## src/rtl/fb_copy_ctrl_if.sv

```systemverilog
// Shared-source read port and display-RAM write port of the frame copier.
interface fb_copy_ctrl_if #(
  parameter int ADDR_W = 10
);
  logic              src_req;
  logic              src_gnt;
  logic [ADDR_W-1:0] src_addr;
  logic [7:0]        src_data;
  logic              dst_we;
  logic [ADDR_W:0]   dst_addr;
  logic [7:0]        dst_data;

  modport master (
    output src_req, src_addr, dst_we, dst_addr, dst_data,
    input  src_gnt, src_data
  );

  modport slave (
    input  src_req, src_addr, dst_we, dst_addr, dst_data,
    output src_gnt, src_data
  );
endinterface

```

## src/rtl/fb_copy_ctrl.sv

```systemverilog
// Double-buffer frame copier: on frame_complete it streams the LCD frame RAM
// through the shared read port into the back display bank, then swaps banks
// so scanout only ever sees complete frames.
module fb_copy_ctrl #(
  parameter int FRAME_BYTES = 768,
  parameter int ADDR_W      = 10
) (
  input  logic          clk,
  input  logic          reset,
  input  logic          frame_complete,
  fb_copy_ctrl_if.master bus,
  output logic          front_bank,
  output logic          busy,
  output logic [7:0]    frame_count,
  output logic          dropped
);

  typedef enum logic [1:0] {IDLE, COPY, DRAIN, SWAP} state_t;

  localparam logic [ADDR_W-1:0] LAST_IDX = ADDR_W'(FRAME_BYTES - 1);

  state_t            state;
  state_t            state_nxt;
  logic [ADDR_W-1:0] rd_idx;
  logic [ADDR_W-1:0] wr_idx;
  logic              rd_valid;
  logic              pending;
  logic              grant;

  // src_req is only ever high in COPY, so a grant outside COPY is ignored.
  assign grant = (state == COPY) && bus.src_gnt;

  // State register.
  always_ff @(posedge clk or posedge reset) begin
    if (reset) state <= IDLE;
    else       state <= state_nxt;
  end

  // Next-state: one cycle of DRAIN lets the last granted byte land before the swap.
  always_comb begin
    state_nxt = state;
    case (state)
      IDLE:    if (frame_complete || pending) state_nxt = COPY;
      COPY:    if (grant && (rd_idx == LAST_IDX)) state_nxt = DRAIN;
      DRAIN:   state_nxt = SWAP;
      SWAP:    state_nxt = IDLE;
      default: state_nxt = IDLE;
    endcase
  end

  // Outputs decoded from registered state; write-side outputs forced to 0 when idle.
  always_comb begin
    bus.src_req  = (state == COPY);
    bus.src_addr = (state == COPY) ? rd_idx : '0;
    busy         = (state != IDLE);
    bus.dst_we   = rd_valid;
    bus.dst_addr = rd_valid ? {~front_bank, wr_idx} : '0;
    bus.dst_data = rd_valid ? bus.src_data : 8'h00;
  end

  // Read index and the read-data-valid flag that follows each granted address.
  always_ff @(posedge clk or posedge reset) begin
    if (reset) begin
      rd_idx   <= '0;
      rd_valid <= 1'b0;
    end else begin
      rd_valid <= grant;
      if (state == IDLE) rd_idx <= '0;
      else if (grant && (rd_idx != LAST_IDX)) rd_idx <= rd_idx + 1'b1;
    end
  end

  // Write index captured with the granted address; meaningful only with rd_valid.
  always_ff @(posedge clk) begin
    if (grant) wr_idx <= rd_idx;
  end

  // Bank swap and completed-frame counter, updated only in SWAP.
  always_ff @(posedge clk or posedge reset) begin
    if (reset) begin
      front_bank  <= 1'b0;
      frame_count <= 8'd0;
    end else if (state == SWAP) begin
      front_bank  <= ~front_bank;
      frame_count <= frame_count + 8'd1;
    end
  end

  // One frame request can wait while busy; any further request is discarded.
  always_ff @(posedge clk or posedge reset) begin
    if (reset) begin
      pending <= 1'b0;
      dropped <= 1'b0;
    end else begin
      dropped <= 1'b0;
      if (state == IDLE) begin
        if (frame_complete || pending) pending <= 1'b0;
        if (frame_complete && pending) dropped <= 1'b1;
      end else if (frame_complete) begin
        if (pending) dropped <= 1'b1;
        else         pending <= 1'b1;
      end
    end
  end

endmodule

```

## src/flat_wrapper.sv

```systemverilog
// flat-port wrapper written by rule: the top's interface ports become plain ports
module fb_copy_ctrl_flat 
#(
  parameter int FRAME_BYTES = 768,
  parameter int ADDR_W      = 10
)
  (clk, reset, frame_complete, front_bank, busy, frame_count, dropped, bus_src_req, bus_src_addr, bus_dst_we, bus_dst_addr, bus_dst_data, bus_src_gnt, bus_src_data);
  fb_copy_ctrl_if #(.ADDR_W(ADDR_W)) bus_i ();
  input  logic clk;
  input  logic reset;
  input  logic frame_complete;
  output logic front_bank;
  output logic busy;
  output logic [7:0] frame_count;
  output logic dropped;
  output wire logic [$bits(bus_i.src_req)-1:0] bus_src_req;
  output wire logic [$bits(bus_i.src_addr)-1:0] bus_src_addr;
  output wire logic [$bits(bus_i.dst_we)-1:0] bus_dst_we;
  output wire logic [$bits(bus_i.dst_addr)-1:0] bus_dst_addr;
  output wire logic [$bits(bus_i.dst_data)-1:0] bus_dst_data;
  input wire logic [$bits(bus_i.src_gnt)-1:0] bus_src_gnt;
  input wire logic [$bits(bus_i.src_data)-1:0] bus_src_data;
  assign bus_src_req = bus_i.src_req;
  assign bus_src_addr = bus_i.src_addr;
  assign bus_dst_we = bus_i.dst_we;
  assign bus_dst_addr = bus_i.dst_addr;
  assign bus_dst_data = bus_i.dst_data;
  assign bus_i.src_gnt = bus_src_gnt;
  assign bus_i.src_data = bus_src_data;
  fb_copy_ctrl #(.FRAME_BYTES(FRAME_BYTES), .ADDR_W(ADDR_W)) u_core (.clk(clk), .reset(reset), .frame_complete(frame_complete), .bus(bus_i), .front_bank(front_bank), .busy(busy), .frame_count(frame_count), .dropped(dropped));
endmodule
```

## config.mk

```make
export PLATFORM = sky130hd
export DESIGN_NAME = fb_copy_ctrl_flat
export DESIGN_NICKNAME = d
export VERILOG_FILES = /design/src/rtl/fb_copy_ctrl_if.sv /design/src/rtl/fb_copy_ctrl.sv /design/src/flat_wrapper.sv
export SDC_FILE = /design/constraint.sdc
export NUM_CORES = 1
export LEC_CHECK = 0
export ABC_AREA = 1
export CAP_MARGIN = 30
export CORE_MARGIN = 1
export CORE_UTILIZATION = 49
export CTS_BUF_LIST = sky130_fd_sc_hd__clkbuf_4
export CTS_CLUSTER_SIZE = 20
export DETAILED_ROUTE_END_ITERATION = 6
export PLACE_DENSITY = 0.85
export SYNTH_ARGS = -nofsm -noshare
export SYNTH_HDL_FRONTEND = slang
export SYNTH_SLANG_ARGS = --single-unit
```

## constraint.sdc

```tcl
create_clock -name clk -period 2.1 [get_ports clk]
set_clock_uncertainty 0.15 [all_clocks]
set_input_delay 0.525 -clock clk [delete_from_list [all_inputs] [get_ports clk]]
set_output_delay 0.525 -clock clk [all_outputs]
set_load 0.02 [all_outputs]
```

==> flow_metrics.tcl, run 1 <==
set metrics [dict create \
    status "complete, no violations" \
    std_cell_rows 21 \
    root_buffer "clkbuf_4" \
    rrSetupSlack_ps 270 \
    hold_path_end "u_core.dropped$_DFF_PP0_" \
    gp_congestion 0.836 \
    detail_route.wl_per_cell_microns 11.5 \
    synthCells 219 \
    fmax_ghz 0.485 \
    hold_class "register to register" \
    finalPower_mw 2.67 \
    whs_ps 311 \
    die_h_microns 62.9 \
    via_count 1570 \
    met3_usage_pct 6.39 \
    p_sw_share_pct 39.3 \
    syn_avg_cell_area_sq_um 8.28 \
    initialDrtViolationCount 39 \
    wirelength_microns 3870 \
    grt_pass1_vias 1528 \
    seq_area_frac_synth_pct 49.7 \
    drv_cap 0 \
    final.setup.tns_ps 0 \
    reg2reg_depth 8 \
    syn_area_sq_um 1810 \
    design.die.area_sq_um 3950 \
    drc 0 \
    startpoint_type "input port" \
    cp_data_required_time_ps 1420 \
    fin_crit_sh_pct 98.2 \
    regToRegStartpoint "u_core.state[1]$_DFFE_PP0P_" \
    fillers 269 \
    power_density_nw_per_um2 1050 \
    setup_viol 0 \
    yosysTopAreaCellShare_pct 33.1 \
    first_pass_iters 4 \
    p_clk_share_pct 17.7 \
    via_per_inst 4.66 \
    fin_crit_ps 2060 \
    maxSlewViolCount 0 \
    grt.met2_usage_pct 39.7 \
    diodes 0 \
    met1_usage_pct 23.4 \
    cts_tree "yes" \
    htree_num_levels 2 \
    clk_pin_slew_ps 120 \
    yosys_warnings 0 \
    dpl_cell_area_sq_um 2500 \
    drtAntennaViolNets 0 \
    yosys.area.top_type "dfrtp_1" \
    worstHoldStart "u_core.pending$_DFFE_PP0P_" \
    grt_busiest_layer "met2" \
    p_int_mw 1.62 \
    syn2layout_area_growth_pct 40.3 \
    stdcell_area_sq_um 2540 \
    slew_headroom_pct 79.2 \
    p_sw_mw 1.05 \
    timing.rr.end "u_core.frame_count[7]$_DFFE_PP0N_" \
    synth_cell_types 24 \
    overflow 0 \
    hold_viol 0 \
    initial_core_util_pct 52.7 \
    final_nets 309 \
    min_path_cells 2 \
    ys_seq_elements 34 \
    yosys-top-cells-area "dfrtp_1 (33%), edfxtp_1 (17%), nand2_1 (14%)" \
    combPwrFrac_pct 46.2 \
    tightest_slew_ps 312 \
    seqPwrFrac_pct 36.1 \
    vdd_ir_drop_max_mv 0.767 \
    die_x_microns 62.9 \
    dp_hpwl_microns 2890 \
    synth_fp_nets 238 \
    endpoint_kind "output port" \
    fin_ws_ps 37.0 \
    p_leak_nw 1.53 \
    cp.arrival_ps 1390 \
    grt_pass1_wl_microns 6650 \
    grt_start_max_net_pins 25 \
    antenna_found_initial 0 \
    clock_latency_ps 350 \
    cts_sinks 34 \
    dp_slack_ps -277 \
    cts_max_path_buffers 2 \
    ios 54 \
    grt.total_usage_pct 22.2 \
    cts_buffers 5 \
    core_area_sq_um 3440 \
    layout-drive-gt1-share_pct 17.9 \
    io_buffer_count 53 \
    rsz0062_at_grt "false" \
    critPathKind "input port to output port" \
    critPathMaxFanout 1 \
]
==> critical path: stages <==
cell	delay, ps
clkdlybuf4s50_1	450
nand2_1	50
inv_1	40
dlygate4sd2_1	320
==> logic make-up after synthesis <==
logic type / Yosys count / synth area share, %
buf+inv: 54 / 11.9
fa+ha+maj: 7 / 4.83
xor+xnor: 10 / 4.83
compound gates: 2 / 0.690
mux: 1 / 0.621
simple gates: 111 / 27.4
flops: 34 / 49.7
==> cells in the mapped netlist <==
cell      count
nor2_2        1
buf_6         1
o21bai_1      1
nor2_4        1
nand2_2       1
clkbuf_1      3
mux2_2        1
inv_1        47
or2_2         2
edfxtp_1     10
nor2_1       11
ha_1          7
nor3b_2       1
nand4_1      11
nand3_2       1
buf_2         1
nand2_4       1
nand3_1      11
nand2_1      70
inv_2         1
dfrtp_1      24
xor2_1       10
o21ai_1       1
clkinv_4      1
==> worst max path at each step <==
stage                                start  cells after the start              end  slack, ps
2_1_floorplan  u_core.state[1]$_DFFE_PP0P_                      5  bus_src_addr[7]        120
3_3_place_gp               bus_src_data[5]                      4  bus_dst_data[5]       -240
3_5_place_dp               bus_src_data[5]                      4  bus_dst_data[5]       -280
4_1_cts        u_core.state[1]$_DFFE_PP0P_                      6  bus_src_addr[3]        0.8
5_1_grt        u_core.state[0]$_DFFE_PP0P_                      4             busy        0.8
6_report                   bus_src_data[6]                      4  bus_dst_data[6]         40
==> stage by stage <==
step / util [%] / instances
finish: 73.9 / 337
global route: 73.9 / 337
CTS: 73.0 / 335
detailed placement: 72.6 / 326
global placement: 72.6 / 326
floorplan: - / 219
==> per-layer routing <==
layer / up-vias / routed length [microns] / share of wire (%)
li1: 806 / - / -
met1: 700 / 1610 / 42
met2: 59 / 1930 / 50
met3: 5 / 261 / 6.7
met4: 0 / 68 / 1.8
met5: - / 0 / 0
==> sequential cells by signal (all words and copies together), names as in the netlist <==
name / count
u_core.bus.dst_we: 1
u_core.dropped: 1
u_core.frame_count: 8
u_core.front_bank: 1
u_core.pending: 1
u_core.rd_idx: 10
u_core.state: 2
u_core.wr_idx: 10
==> area by class of cell <==
class                      instances  area, sq um  area share, %
sequential                        34          901           35.4
multi-input combinational        131          709           27.9
timing repair buffer              69          611           24.0
inverter                          49          189           7.42
tap                               46         57.6           2.26
clock inverter                     3         40.0           1.57
clock buffer                       5         37.5           1.47
==> layout by cell type (no fill, tap or decap), types with 10 or more instances in the layout <==
master	synthesis	layout
nand3_1	11	11
inv_1	47	45
edfxtp_1	10	10
dlygate4sd2_1	0	17
nand2_1	70	70
xor2_1	10	10
clkdlybuf4s50_1	0	17
nor2_1	11	11
buf_4	0	20
dfrtp_1	24	24
nand4_1	11	11
==> power groups by stage <==
stage               combinational [mW]  clock (mW)  sequential (mW)
finish                            1.24       0.472            0.964
global route                      1.36       0.512            0.987
CTS                               1.21       0.484            0.960
detailed placement                1.27           0            0.976
global placement                  1.23           0            0.970
floorplan                        0.620           0             1.04
==> timing repair <==
action / CTS / global route
endpoints found under the setup margin: 34 / 23
hold buffers: 0 / 0
setup buffers: 1 / 2
resized for setup: 78 / 13
(Power assumes the default switching activity.)
==> run 2: changes to the inputs <==
Settings changed: MAX_ROUTING_LAYER set to met4.
==> results of run 2 <==
Final layout, timing and power as in run 1 (identical DEF).
Among the figures that moved: final weighted congestion in routability-driven placement 0.836 -> 0.849; overall routing resource usage 22.2% -> 22.8%; violation count after the first detailed-route iteration 39 -> 40
==> run 3: changes to the inputs <==
Settings changed: ABC_CLOCK_PERIOD_IN_PS set to 2100.
==> results of run 3 <==
Final layout, timing and power as in run 1 (identical DEF).
Among the figures that moved: final weighted congestion in routability-driven placement 0.836 -> 0.849; overall routing resource usage 22.2% -> 22.8%; violation count after the first detailed-route iteration 39 -> 40
